[src/rtl/alarm_ring_scheduler_pkg.sv]
`default_nettype none
// ============================================================================
//  Module      : clock_pkg
//  Description : Shared state encoding and default time geometry for the
//                alarm clock datapath.
//  Revision    : 1.0 - initial release
// ============================================================================
package clock_pkg;

    typedef enum logic [1:0] {
        IDLE    = 2'd0,
        ARMED   = 2'd1,
        RINGING = 2'd2,
        SNOOZE  = 2'd3
    } alarm_state_t;

    localparam int c_max_minutes = 60;
    localparam int c_max_hours   = 24;
    localparam int c_min_w       = $clog2(c_max_minutes);
    localparam int c_hr_w        = $clog2(c_max_hours);

endpackage
`default_nettype wire

[src/rtl/btn_press_detect.sv]
`default_nettype none
// ============================================================================
//  Module      : btn_press_detect
//  Description : Two-flop synchronizer for an active-low push button followed
//                by a falling-edge detector; one pulse per press.
//  Revision    : 1.0 - initial release
// ============================================================================
module btn_press_detect (
    input  logic clk,
    input  logic rst,
    input  logic i_btn_n,
    output logic o_press
);

    logic r_sync0;
    logic r_sync1;
    logic r_prev;

    // Flops reset to the released level so reset never looks like a press.
    always_ff @(posedge clk) begin
        if (rst) begin
            r_sync0 <= 1'b1;
            r_sync1 <= 1'b1;
            r_prev  <= 1'b1;
        end else begin
            r_sync0 <= i_btn_n;
            r_sync1 <= r_sync0;
            r_prev  <= r_sync1;
        end
    end

    assign o_press = r_prev & ~r_sync1;

endmodule
`default_nettype wire

[src/rtl/alarm_ring_scheduler.sv]
`default_nettype none
// ============================================================================
//  Module      : alarm_ring_scheduler
//  Description : Stores the alarm time, compares it with the running clock and
//                sequences the buzzer through arm / ring / snooze / timeout.
//                Snooze support is built only when ALARM_SNOOZE_EN is defined.
//  Revision    : 1.0 - initial release
// ============================================================================
module alarm_ring_scheduler
    import clock_pkg::*;
#(
    parameter int MAX_MINUTES    = c_max_minutes,
    parameter int MAX_HOURS      = c_max_hours,
    parameter int RING_SECONDS   = 60,
    parameter int SNOOZE_MINUTES = 5
) (
    input  logic                           clk,
    input  logic                           rst,
    input  logic                           sec_tick,
    input  logic [$clog2(MAX_MINUTES)-1:0] cur_minutes,
    input  logic [$clog2(MAX_HOURS)-1:0]   cur_hours,
    input  logic                           alarm_enable,
    input  logic                           set_alarm,
    input  logic [$clog2(MAX_MINUTES)-1:0] alarm_minutes_in,
    input  logic [$clog2(MAX_HOURS)-1:0]   alarm_hours_in,
    input  logic                           stop_btn,
    input  logic                           snooze_btn,
    output logic                           buzzer,
    output logic                           alarm_armed,
    output logic                           snooze_active,
    output logic [$clog2(MAX_MINUTES)-1:0] alarm_minutes,
    output logic [$clog2(MAX_HOURS)-1:0]   alarm_hours,
    output logic [1:0]                     state_o
);

    // The package widths describe the default geometry; other geometries derive their own.
    localparam int c_mw = (MAX_MINUTES == c_max_minutes) ? c_min_w : $clog2(MAX_MINUTES);
    localparam int c_hw = (MAX_HOURS == c_max_hours) ? c_hr_w : $clog2(MAX_HOURS);
    localparam int c_cw = $clog2(RING_SECONDS + 1);

    localparam logic [c_cw-1:0] c_ring_last = c_cw'(RING_SECONDS - 1);

    alarm_state_t    r_state;
    alarm_state_t    w_state_nxt;
    logic [c_mw-1:0] r_alarm_min;
    logic [c_hw-1:0] r_alarm_hr;
    logic [c_mw-1:0] r_tgt_min;
    logic [c_hw-1:0] r_tgt_hr;
    logic [c_mw-1:0] w_tgt_min_nxt;
    logic [c_hw-1:0] w_tgt_hr_nxt;
    logic            r_fired;
    logic [c_cw-1:0] r_ring_cnt;
    logic            w_time_eq;
    logic            w_match;
    logic            w_timeout;
    logic            w_enter_ring;
    logic            w_stop_press;

    btn_press_detect u_stop_btn (
        .clk     (clk),
        .rst     (rst),
        .i_btn_n (stop_btn),
        .o_press (w_stop_press)
    );

`ifdef ALARM_SNOOZE_EN
    localparam int              c_mw1       = c_mw + 1;
    localparam int              c_hw1       = c_hw + 1;
    localparam logic [c_mw:0]   c_snz_add   = c_mw1'(SNOOZE_MINUTES);
    localparam logic [c_mw:0]   c_min_lim   = c_mw1'(MAX_MINUTES);
    localparam logic [c_hw:0]   c_hr_lim    = c_hw1'(MAX_HOURS);

    logic            w_snooze_press;
    logic [c_mw:0]   w_snz_sum_min;
    logic            w_snz_carry;
    logic [c_mw-1:0] w_snz_min;
    logic [c_hw:0]   w_snz_sum_hr;
    logic [c_hw-1:0] w_snz_hr;

    btn_press_detect u_snooze_btn (
        .clk     (clk),
        .rst     (rst),
        .i_btn_n (snooze_btn),
        .o_press (w_snooze_press)
    );

    // Wide sum plus one conditional subtract gives the wrap without a divider.
    assign w_snz_sum_min = {1'b0, cur_minutes} + c_snz_add;
    assign w_snz_carry   = (w_snz_sum_min >= c_min_lim);
    assign w_snz_min     = w_snz_carry ? c_mw'(w_snz_sum_min - c_min_lim)
                                       : w_snz_sum_min[c_mw-1:0];
    assign w_snz_sum_hr  = {1'b0, cur_hours} + {{c_hw{1'b0}}, w_snz_carry};
    assign w_snz_hr      = (w_snz_sum_hr >= c_hr_lim) ? c_hw'(w_snz_sum_hr - c_hr_lim)
                                                      : w_snz_sum_hr[c_hw-1:0];
`else
    logic w_unused_snooze;
    assign w_unused_snooze = snooze_btn ^ (SNOOZE_MINUTES > 0);
`endif

    assign w_time_eq = (cur_hours == r_tgt_hr) && (cur_minutes == r_tgt_min);
    assign w_match   = w_time_eq && !r_fired;
    assign w_timeout = sec_tick && (r_ring_cnt == c_ring_last);

    always_comb begin
        w_state_nxt   = r_state;
        w_tgt_min_nxt = r_tgt_min;
        w_tgt_hr_nxt  = r_tgt_hr;
        w_enter_ring  = 1'b0;

        if (set_alarm) begin
            w_tgt_min_nxt = alarm_minutes_in;
            w_tgt_hr_nxt  = alarm_hours_in;
        end else if (r_state == IDLE) begin
            w_tgt_min_nxt = r_alarm_min;
            w_tgt_hr_nxt  = r_alarm_hr;
        end

        if (!alarm_enable) begin
            w_state_nxt = IDLE;
        end else if (set_alarm) begin
            w_state_nxt = ARMED;
        end else begin
            case (r_state)
                IDLE: begin
                    w_state_nxt = ARMED;
                end
                ARMED: begin
                    if (w_match) begin
                        w_state_nxt  = RINGING;
                        w_enter_ring = 1'b1;
                    end
                end
                RINGING: begin
                    if (w_stop_press) begin
                        w_state_nxt   = ARMED;
                        w_tgt_min_nxt = r_alarm_min;
                        w_tgt_hr_nxt  = r_alarm_hr;
`ifdef ALARM_SNOOZE_EN
                    end else if (w_snooze_press) begin
                        w_state_nxt   = SNOOZE;
                        w_tgt_min_nxt = w_snz_min;
                        w_tgt_hr_nxt  = w_snz_hr;
`endif
                    end else if (w_timeout) begin
                        w_state_nxt   = ARMED;
                        w_tgt_min_nxt = r_alarm_min;
                        w_tgt_hr_nxt  = r_alarm_hr;
                    end
                end
`ifdef ALARM_SNOOZE_EN
                SNOOZE: begin
                    if (w_stop_press) begin
                        w_state_nxt   = ARMED;
                        w_tgt_min_nxt = r_alarm_min;
                        w_tgt_hr_nxt  = r_alarm_hr;
                    end else if (w_match) begin
                        w_state_nxt  = RINGING;
                        w_enter_ring = 1'b1;
                    end
                end
`endif
                default: begin
                    w_state_nxt = IDLE;
                end
            endcase
        end
    end

    always_ff @(posedge clk) begin
        if (rst) begin
            r_state     <= IDLE;
            r_alarm_min <= '0;
            r_alarm_hr  <= '0;
            r_tgt_min   <= '0;
            r_tgt_hr    <= '0;
            r_fired     <= 1'b0;
            r_ring_cnt  <= '0;
        end else begin
            r_state   <= w_state_nxt;
            r_tgt_min <= w_tgt_min_nxt;
            r_tgt_hr  <= w_tgt_hr_nxt;

            if (set_alarm) begin
                r_alarm_min <= alarm_minutes_in;
                r_alarm_hr  <= alarm_hours_in;
            end

            // Latch stays set for the rest of the matching minute to block a re-trigger.
            if (set_alarm) begin
                r_fired <= 1'b0;
            end else if (w_enter_ring) begin
                r_fired <= 1'b1;
            end else if (!w_time_eq) begin
                r_fired <= 1'b0;
            end

            if (w_enter_ring) begin
                r_ring_cnt <= '0;
            end else if ((r_state == RINGING) && sec_tick) begin
                r_ring_cnt <= r_ring_cnt + 1'b1;
            end
        end
    end

    assign buzzer        = (r_state == RINGING);
    assign alarm_armed   = (r_state == ARMED) || (r_state == SNOOZE);
`ifdef ALARM_SNOOZE_EN
    assign snooze_active = (r_state == SNOOZE);
`else
    assign snooze_active = 1'b0;
`endif
    assign alarm_minutes = r_alarm_min;
    assign alarm_hours   = r_alarm_hr;
    assign state_o       = r_state;

endmodule
`default_nettype wire

[config.mk]
export PLATFORM = sky130hd
export DESIGN_NAME = alarm_ring_scheduler
export DESIGN_NICKNAME = d
export VERILOG_FILES = /design/src/rtl/alarm_ring_scheduler_pkg.sv /design/src/rtl/btn_press_detect.sv /design/src/rtl/alarm_ring_scheduler.sv
export SDC_FILE = /design/constraint.sdc
export NUM_CORES = 1
export LEC_CHECK = 0
export ABC_AREA = 1
export ABC_CLOCK_PERIOD_IN_PS = 3600
export CORE_ASPECT_RATIO = 1.25
export CORE_MARGIN = 2
export CORE_UTILIZATION = 35
export CTS_CLUSTER_DIAMETER = 100
export DETAILED_ROUTE_END_ITERATION = 8
export SLEW_MARGIN = 15
export SYNTH_ARGS = -nofsm -noshare
export SYNTH_HDL_FRONTEND = slang
export SYNTH_SLANG_ARGS = --single-unit
[constraint.sdc]
create_clock -name clk -period 3.6 [get_ports clk]
set_input_delay 0.9 -clock clk [delete_from_list [all_inputs] [get_ports clk]]
set_output_delay 0.9 -clock clk [all_outputs]
set_load 0.005 [all_outputs]
==> impl_metrics.yaml <==
clocking:
  cts_root_buf: "clkbuf_8"
  post_cts_buffers: 0
  cts_tree: "built"
  hold_buffers: 0
  clkLatencyLatePin_ps: 280
  clockBufferDepth: 2
  clock_sinks: 34
  clk_pin_slew_worst_paths_ps: 70
  cts_made_buffers: 5
  cts_resized: 0
  htreeDepth: 2
worst_setup_path:
  path_cells: "inv_2, nand2_2, clkinv_2, clkdlybuf4s50_1"
  r2r_slack_ps: 2230
  critical_path_buf_inv_count: 3
  critPathMaxStageDelay_ps: 450
  setup.worst_path.end_class: "primary output"
  cp.arrival_ps: 1360
  rr_endpoint: "r_tgt_hr[4]"
  critical_path.startpoint_type: "register"
  criticalPathCategory: "register to primary output"
  worstSetupEndpoint: "buzzer"
  required_ps: 2700
  cpMaxStageDelayCell: "clkdlybuf4s50_1"
  crit_fanout: 4
  cp_num_cells: 4
  r2r-start: "r_ring_cnt[0]"
  critPathLaunch: "state_o[0]"
  cp_top_family: "buffers and inverters"
  rr_worst_depth: 8
global_routing:
  grt_usage: 0.161
  grt_pass1_wl_um: 6940
  antenna_found_initial: 0
  first_global_vias: 1601
  overflow: 0
  grt_max_degree: 23
sta:
  setup_tns_ps: 0
  period_needed_ps: 2260
  skew_ps: 5.28
  period_share: 0.627
  fmax_mhz: 443
  finalMaxSlewViolations: 0
  final-hold-violation-count: 0
  grt_setup_unrepaired: "no"
  setup-violations-final: 0
layout:
  final_common_cell: "nand2_1"
  final_nets: 315
  antenna_cells: 0
  drive_above_1_share: 0.141
  area_delta_synth_final_pct: 30.8
  fin_util: 0.468
  design_area_sq_um: 2320
  fill_cells: 521
  fin_cells: 346
  mostFrequentLayoutCells: "64 x nand2_1, 42 x clkdlybuf4s50_1, 37 x inv_1, 34 x dfxtp_1, 13 x nor2_1"
min_path:
  hold_depth: 1
  min_from: "u_stop_btn.r_sync0"
  hp-class: "register to register"
synth:
  synth-edff-count: 0
  synth_cells: 243
  syn-num-nets: 273
  synth_area_leaders: "dfxtp_1 38%, nand2_1 14%, inv_1 7.8%"
  synth_top_area_share: 0.383
  synth_area_sq_um: 1780
  ys.flop_type: "dfxtp_1"
  async_flop_share: 0
  ys_seq_area_frac: 0.383
  synth_seq_cells: 34
  syn_avg_cell_area_sq_um: 7.31
  yosys_warnings: 0
  synth_cell_type_count: 31
  synth_top_cell_by_area: "dfxtp_1"
floorplan:
  dieArea_sq_um: 5670
  io_pins: 45
  die_w_um: 67.7
  num_rows: 29
  die_h_um: 83.7
  start_util: 0.357
  core_area_sq_um: 4970
detailed_routing:
  wl_met2_um: 1990
  num_vias: 1627
  route.detailed.drc: 0
  vias_per_cell: 4.70
  dr.pass1.iters: 4
  dr.max_layer_used: "met4"
  post_drt_wl_per_cell_um: 11.7
  wl_met1_um: 1840
  route.antenna.remaining_nets: 0
  wirelength_um: 4050
  dr_wl_met3_um: 174
  drt-initial-drc-count: 62
status:
  status: "complete, no violations"
power_and_ir_drop:
  p_per_area_nw_per_um2: 350
  p_leak_nw: 1.04
  vdd_drop_max_v: 0.000203
job:
  maxCapViolCount: 0
placement:
  place_area_sq_um: 2240
  dpl.cell_count: 340
  gp_congestion: 0.738
  hpwl_um: 2910
  port_buffers: 42
cell usage after synthesis, drive strengths merged (2+ instances only):
cell and n:
nand2 69, inv 41, dfxtp 34, nor2 21
o211ai 11, o22ai 11, nand3 9, a21oi 8
a31oi 7, buf 7, o21ai 7, xor2 4
clkbuf 3, nand4 2, or2 2, xnor2 2
where the power goes:
group / internal (mW) / switching [mW]
sequential: 0.394 / 0.0129
clock: 0.147 / 0.125
combinational: 0.0704 / 0.0643
final cells by class:
| type | instances | area [sq um] | share of cell area |
|---|---|---|---|
| multi-input cells | 157 | 882 | 0.379 |
| flip-flops and latches | 34 | 681 | 0.293 |
| repair buffers | 45 | 443 | 0.191 |
| inverters | 42 | 159 | 0.0684 |
| clock buffers | 6 | 82.6 | 0.0355 |
| well taps | 62 | 77.6 | 0.0334 |
kinds of logic (layout without fill, tap and decap cells):
group,after synthesis,after routing,synth area share
adders and majority gates,1,1,0.00704
xor gates and xnor gates,6,6,0.0296
AOI/OAI and AO/OA,44,44,0.158
buffers and inverters,52,93,0.120
and+or+nand+nor,104,104,0.293
muxes,1,1,0.00634
other,1,1,0.00211
DFF,34,34,0.383
worst min path at each step:
stage                               endpoint
after floorplan           u_stop_btn.r_sync1
after global placement    u_stop_btn.r_sync1
after detailed placement  u_stop_btn.r_sync1
after CTS                 u_stop_btn.r_sync1
after global routing      u_stop_btn.r_sync1
final                     u_stop_btn.r_sync1
stage by stage:
| step | setup slack [ps] | total power, mW | hold WS, ps |
|---|---|---|---|
| final | 1340 | 0.814 | 407 |
| after global routing | 1280 | 0.857 | 432 |
| after CTS | 1320 | 0.826 | 408 |
| after detailed placement | 1170 | 0.550 | 393 |
| after global placement | 1200 | 0.549 | 392 |
| after floorplan | 1860 | 0.485 | 389 |
routing by layer:
metal	up-vias	global-route usage
met5	-	0
met4	0	0.0482
met3	4	0.0445
met2	31	0.266
met1	741	0.198
li1	851	-
flip-flops by register name (all words and copies together), names as in the netlist:
| signal | cells |
|---|---|
| alarm_hours | 5 |
| alarm_minutes | 6 |
| r_fired | 1 |
| r_ring_cnt | 6 |
| r_tgt_hr | 5 |
| r_tgt_min | 6 |
| state_o | 2 |
| u_stop_btn.r_prev | 1 |
| u_stop_btn.r_sync0 | 1 |
| u_stop_btn.r_sync1 | 1 |
No activity file was read; power rests on OpenSTA's default activity.
